<file path="src/rtl/wdg_rst_ctrl.sv">
// System reset controller: synchronizes the watchdog request, stretches it into a
// minimum-width system reset with enforced cooldown, and records sticky causes plus a saturating count.
module wdg_rst_ctrl #(
  parameter int SYNC_STAGES  = 2,
  parameter int HOLD_CYC     = 16,
  parameter int COOLDOWN_CYC = 4,
  parameter int CNT_WIDTH    = 8
) (
  input  logic                 clk_i,
  input  logic                 rst_i,
  input  logic                 wdg_rst_i,
  input  logic                 sw_rst_req_i,
  input  logic                 clr_i,
  output logic                 sys_rst_o,
  output logic                 rst_busy_o,
  output logic                 wdg_flag_o,
  output logic                 sw_flag_o,
  output logic [CNT_WIDTH-1:0] rst_cnt_o
);

  localparam int MAX_CYC = (HOLD_CYC > COOLDOWN_CYC) ? HOLD_CYC : COOLDOWN_CYC;
  localparam int TW      = (MAX_CYC > 1) ? $clog2(MAX_CYC) : 1;
  localparam logic [TW-1:0]        HOLD_LD = TW'(HOLD_CYC - 1);
  localparam logic [TW-1:0]        COOL_LD = TW'(COOLDOWN_CYC - 1);
  localparam logic [CNT_WIDTH-1:0] CNT_ONE = CNT_WIDTH'(1);

  typedef enum logic [1:0] {S_IDLE, S_ASSERT, S_WAIT_LOW, S_COOLDOWN} state_t;

  state_t                 r_state, w_next;
  logic [TW-1:0]          r_tmr, w_tmr_nxt;
  logic                   r_pend, w_pend_nxt;
  logic [SYNC_STAGES-1:0] r_sync;
  logic                   r_wdg_s_d;
  logic                   w_wdg_s, w_wdg_ev, w_req, w_inc;
  logic [CNT_WIDTH-1:0]   w_cnt_nxt;

  assign w_wdg_s  = r_sync[SYNC_STAGES-1];
  assign w_wdg_ev = w_wdg_s & ~r_wdg_s_d;
  assign w_req    = w_wdg_ev | sw_rst_req_i;

  always_comb begin
    w_next     = r_state;
    w_tmr_nxt  = r_tmr;
    w_pend_nxt = r_pend;
    w_inc      = 1'b0;
    case (r_state)
      S_IDLE: begin
        if (w_req) begin
          w_next    = S_ASSERT;
          w_tmr_nxt = HOLD_LD;
          w_inc     = 1'b1;
        end
      end
      S_ASSERT: begin
        if (r_tmr == '0) begin
          if (w_wdg_s) begin
            w_next = S_WAIT_LOW;
          end else begin
            w_next    = S_COOLDOWN;
            w_tmr_nxt = COOL_LD;
          end
        end else begin
          w_tmr_nxt = r_tmr - TW'(1);
        end
      end
      S_WAIT_LOW: begin
        if (!w_wdg_s) begin
          w_next    = S_COOLDOWN;
          w_tmr_nxt = COOL_LD;
        end
      end
      S_COOLDOWN: begin
        // A request landing on the last cooldown cycle is honoured directly rather than lost.
        if (r_tmr == '0) begin
          if (r_pend || w_req) begin
            w_next     = S_ASSERT;
            w_tmr_nxt  = HOLD_LD;
            w_pend_nxt = 1'b0;
            w_inc      = 1'b1;
          end else begin
            w_next = S_IDLE;
          end
        end else begin
          w_tmr_nxt = r_tmr - TW'(1);
          if (w_req) w_pend_nxt = 1'b1;
        end
      end
      default: w_next = S_IDLE;
    endcase
  end

  always_comb begin
    w_cnt_nxt = rst_cnt_o;
    if (clr_i) begin
      w_cnt_nxt = w_inc ? CNT_ONE : '0;
    end else if (w_inc && (rst_cnt_o != '1)) begin
      w_cnt_nxt = rst_cnt_o + CNT_ONE;
    end
  end

  always_ff @(posedge clk_i or posedge rst_i) begin
    if (rst_i) begin
      r_state    <= S_ASSERT;
      r_tmr      <= HOLD_LD;
      r_pend     <= 1'b0;
      r_sync     <= '0;
      r_wdg_s_d  <= 1'b0;
      sys_rst_o  <= 1'b1;
      rst_busy_o <= 1'b1;
      wdg_flag_o <= 1'b0;
      sw_flag_o  <= 1'b0;
      rst_cnt_o  <= '0;
    end else begin
      r_state    <= w_next;
      r_tmr      <= w_tmr_nxt;
      r_pend     <= w_pend_nxt;
      r_sync     <= {r_sync[SYNC_STAGES-2:0], wdg_rst_i};
      r_wdg_s_d  <= w_wdg_s;
      sys_rst_o  <= (w_next == S_ASSERT) || (w_next == S_WAIT_LOW);
      rst_busy_o <= (w_next != S_IDLE);
      wdg_flag_o <= w_wdg_ev | (wdg_flag_o & ~clr_i);
      sw_flag_o  <= sw_rst_req_i | (sw_flag_o & ~clr_i);
      rst_cnt_o  <= w_cnt_nxt;
    end
  end

endmodule

</file>
<file path="config.mk">
export PLATFORM = sky130hd
export DESIGN_NAME = wdg_rst_ctrl
export DESIGN_NICKNAME = d
export VERILOG_FILES = /design/src/rtl/wdg_rst_ctrl.sv
export SDC_FILE = /design/constraint.sdc
export NUM_CORES = 1
export LEC_CHECK = 0
export ABC_AREA = 1
export CORE_MARGIN = 2
export CORE_UTILIZATION = 40
export DETAILED_ROUTE_END_ITERATION = 10
export DONT_BUFFER_PORTS = 1
export GPL_TIMING_DRIVEN = 0
export PLACE_DENSITY = 0.6
export SYNTH_ARGS = -nofsm -noshare
export SYNTH_HDL_FRONTEND = slang
export SYNTH_SLANG_ARGS = --single-unit
</file>
<file path="constraint.sdc">
create_clock -name clk_i -period 1.5 [get_ports clk_i]
set_input_delay 0.225 -clock clk_i [delete_from_list [all_inputs] [get_ports clk_i]]
set_output_delay 0.225 -clock clk_i [all_outputs]
set_load 0.05 [all_outputs]
</file>
==> results_tabular.tex <==
\begin{tabular}{lr}
\hline
Metric & Value \\
\hline
\multicolumn{2}{l}{\textbf{Status}} \\
\quad Run status & finished, violations left \\
\quad Violations in the final reports & setup timing \\
\multicolumn{2}{l}{\textbf{GRT}} \\
\quad Number of global-route vias before repair & 1189 \\
\quad Maximum number of pins on one net before global-route repair & 23 \\
\quad Wire length of the first global-routing pass & 5390 um \\
\quad Tot GR Track Use & 16.5\% \\
\quad Total grt overflow & 0 \\
\quad Number of antenna violations at the first check in global routing & 0 \\
\multicolumn{2}{l}{\textbf{Floorplanning}} \\
\quad Core Area & 3420 sq um \\
\quad Count of standard-cell rows & 21 \\
\quad Top Ports & 17 \\
\quad Width of the die & about 64 um \\
\quad Starting utilization of the core area & 42.7\% \\
\quad Full die area & 4150 sq um \\
\quad Overall die height & 64.4 um \\
\multicolumn{2}{l}{\textbf{Yosys}} \\
\quad Largest family of logic cells by synthesized area & simple AND/OR/NAND/NOR gates \\
\quad Syn\_nets & 211 \\
\quad Post-synthesis instance total & between 150 and 200 \\
\quad Fraction of the mapped netlist area in compound gates & 2.74\% \\
\quad Synth unique cells & 25 \\
\quad Portion of netlist area occupied by mux cells & 0\% \\
\quad Synthesized-area fraction occupied by and/or/nand/nor cells & 41.7\% \\
\quad Share of the yosys chip area belonging to registers & 38.3\% \\
\quad Synthesized-area fraction occupied by adder cells & 6.86\% \\
\quad Synthesized-area fraction occupied by xor and xnor cells & 1.20\% \\
\quad Mapped Area & 1460 sq um \\
\quad Avg Synthesized Cell Area & 7.37 sq um \\
\quad Count of synthesis-stage warnings from yosys & 0 \\
\quad Flip-flop and latch count after synthesis & 22 \\
\multicolumn{2}{l}{\textbf{Timing}} \\
\quad Hold Fails Final Rpt & 0 \\
\quad Post-route clock skew & 0.00637 ns \\
\quad Final hold slack & 0.116 ns \\
\quad Number of pins exceeding their max-slew limit in the final report & 0 \\
\quad RSZ-0062 raised after global routing & true \\
\quad Highest clock frequency the design can meet & 0.608 GHz \\
\quad Aggregate negative setup slack & -0.890 ns \\
\quad Rel. slew slack & 45.9\% \\
\quad Worst Tran Pin Value & 0.811 ns \\
\quad Final WS setup & -0.144 ns \\
\quad Clock period minus final worst setup slack & 1.64 ns \\
\quad Finish-stage setup viols & 11 \\
\quad Final cycle utilization of the critical path & 110\% \\
\multicolumn{2}{l}{\textbf{Worst hold path}} \\
\quad Path class of the lowest-slack min-delay path & input port to flip-flop \\
\multicolumn{2}{l}{\textbf{Clocking}} \\
\quad Clock Path Buffers & 2 \\
\quad Clock network latency to the later pin of the worst-skew pair & 0.30 ns \\
\quad Number of buffers inserted during clock tree synthesis & 3 \\
\quad TritonCTS clock tree & built \\
\quad Number of H-tree branching levels & 1 \\
\quad CTS Root Buffer Type & clkbuf\_4 \\
\quad Clock Sink Count & 22 \\
\quad Clock-pin slew on the worst setup and hold paths & 0.11 ns \\
\multicolumn{2}{l}{\textbf{Power and ir drop}} \\
\quad Proportion of power drawn by the clock network & 9.9\% \\
\quad Seq pwr share & between 30 and 40\% \\
\quad Internal power of the cells & approximately 1.7 mW \\
\quad Sw Share & between 40 and 50\% \\
\quad Maximum vdd drop & 0.848 mV \\
\quad Leakage power figure & 0.903 nW \\
\quad Power Density & about 1800 nW/um\^{}2 \\
\quad Net switching power of the design & 1.56 mW \\
\quad Share of total power in combinational logic & 50.7\% \\
\multicolumn{2}{l}{\textbf{Final layout}} \\
\quad Layout Area Growth over Synthesis & 22.1\% \\
\quad Post-Layout Inst Area & 1780 sq um \\
\quad Highest-count cells in the layout ignoring fill and taps & 59 x nand2\_1, 23 x nand3\_1, 22 x inv\_1 \\
\quad Layout cells sized above 1 & $\sim$37\% \\
\quad Nets & 230 \\
\quad \# diodes & 0 \\
\quad Most frequent standard cell in the layout excluding fill and tap cells & nand2\_1 \\
\multicolumn{2}{l}{\textbf{Route}} \\
\quad Total Routed Length & approximately 3100 um \\
\quad DRT Pass-1 Iters & 4 \\
\quad Number of antenna-violating nets in the routed design & 0 \\
\quad Average wire per cell in the routed design & 12.0 um \\
\quad DRT iter0 DRCs & 56 \\
\quad Vias after detailed routing & 1255 \\
\quad Detail-routed via count per cell & 4.79 \\
\quad Remaining DRCs & 0 \\
\multicolumn{2}{l}{\textbf{Job}} \\
\quad Max-cap violation count & 0 \\
\multicolumn{2}{l}{\textbf{Critical path}} \\
\quad Critical Path Sink Type & flip-flop \\
\quad Max FO, Critical Path & 5 \\
\quad Startpoint-to-endpoint class of the critical path & flip-flop to flip-flop \\
\quad Endpoint required time on the critical path & 1.74 ns \\
\quad Startpoint class of the critical path & flip-flop \\
\quad Crit path DAT & roughly 1.9 ns \\
\multicolumn{2}{l}{\textbf{Placed design}} \\
\quad Placer's final routability congestion estimate & 0.899 \\
\quad DP Wirelength & 2180 um \\
\quad Buffers added on ports & 0 \\
\quad Worst slack at placement & -0.229 ns \\
\quad Area of placed instances & 1560 sq um \\
\hline
\end{tabular}
[worst max-delay path, stage by stage (launching register included)]
cell and delay, ns:
dfstp_2 0.62, inv_2 0.07, ha_2 0.20, inv_2 0.08, nand2_2 0.07, nand2_2 0.09
nand2_2 0.07, a21oi_2 0.15, ha_1 0.24
[stage by stage]
| step | std cells | total power [mW] | utilization, % |
|---|---|---|---|
| 2_1_floorplan | 198 | 2.30 | - |
| 6_report | 262 | 3.22 | 52.2 |
| 4_1_cts | 260 | 3.12 | 50.5 |
| 3_3_place_gp | 244 | 2.52 | 45.5 |
| 5_1_grt | 262 | 3.51 | 52.2 |
| 3_5_place_dp | 244 | 2.58 | 45.5 |
[state kept, by name, summed over array words and instances, names as in the netlist, 2 cells and up]
register / cells
r_state: 2
rst_cnt_o: 8
r_sync: 2
r_tmr: 4
[logic make-up (layout without fill, tap and decap cells)]
logic type      count (synthesis)  count (layout)
buf+inv                        35              52
compound gates                  7               7
flops                          22              22
xor+xnor                        2               2
fa+ha+maj                       8               8
simple gates                  124             125
[power groups by stage]
stage	logic [mW]	clock network [mW]	registers (mW)
after global routing	1.84	0.358	1.31
after CTS	1.52	0.334	1.27
after global placement	1.26	0	1.26
final	1.63	0.319	1.27
after floorplan	1.09	0	1.21
after detailed placement	1.31	0	1.26
[path summary, 6_finish.rpt]
kind                                            from                  endpoint  slack [ns]  depth (start not counted)
worst max register to register  r_state[0]$_DFF_PP1_       sys_rst_o$_DFF_PP1_       -0.14                          8
worst min-delay path                    sw_rst_req_i       sw_flag_o$_DFF_PP0_        0.12                          2
worst min register to register   r_sync[0]$_DFF_PP0_       r_sync[1]$_DFF_PP0_        0.37                          0
min in group asynchronous                      rst_i  rst_cnt_o[4]$_DFFE_PP0P_        0.52                          2
max in group asynchronous                      rst_i  rst_cnt_o[0]$_DFFE_PP0P_        0.40                          2
worst max-delay path            r_state[0]$_DFF_PP1_       sys_rst_o$_DFF_PP1_       -0.14                          8
[what timing repair did]
| action | CTS | global route |
|---|---|---|
| pin swaps | 9 | 12 |
| resized for setup | 14 | 14 |
| hold endpoints to repair | 16 | 0 |
| endpoints found under the setup margin | 10 | 15 |
| buffers inserted | 9 | 3 |
| hold buffers | 2 | 0 |
| gates cloned | 1 | 0 |
[area by class of cell]
class,count,area [sq um]
clock buffer,4,36.3
multi-input combinational,142,880
sequential,22,571
inverter,33,126
timing repair buffer,13,103
buffer,2,10.0
tap,46,57.6
fill,349,1630
[synthesized netlist by cell type (all sizes together)]
cell | n | share of area, %
nor2 | 12 | 4.3
buf | 2 | 0.69
dfrtp | 15 | 26
a21boi | 1 | 0.51
o21ai | 4 | 1.4
nand4 | 4 | 2.1
a21oi | 1 | 0.34
o21bai | 1 | 0.51
nor3 | 1 | 0.34
ha | 8 | 6.9
nand2 | 78 | 23
nand3 | 29 | 12
xor2 | 1 | 0.60
inv | 33 | 8.5
dfstp | 7 | 13
xnor2 | 1 | 0.60
[layer usage]
metal	vias to the layer above	global-route usage (%)	part of all wire (%)
li1	659	-	-
met1	574	20.8	47
met2	18	28.4	48
met3	4	2.60	2.9
met4	0	6.38	1.5
met5	-	0	0
No activity file was read; power rests on OpenSTA's default activity.
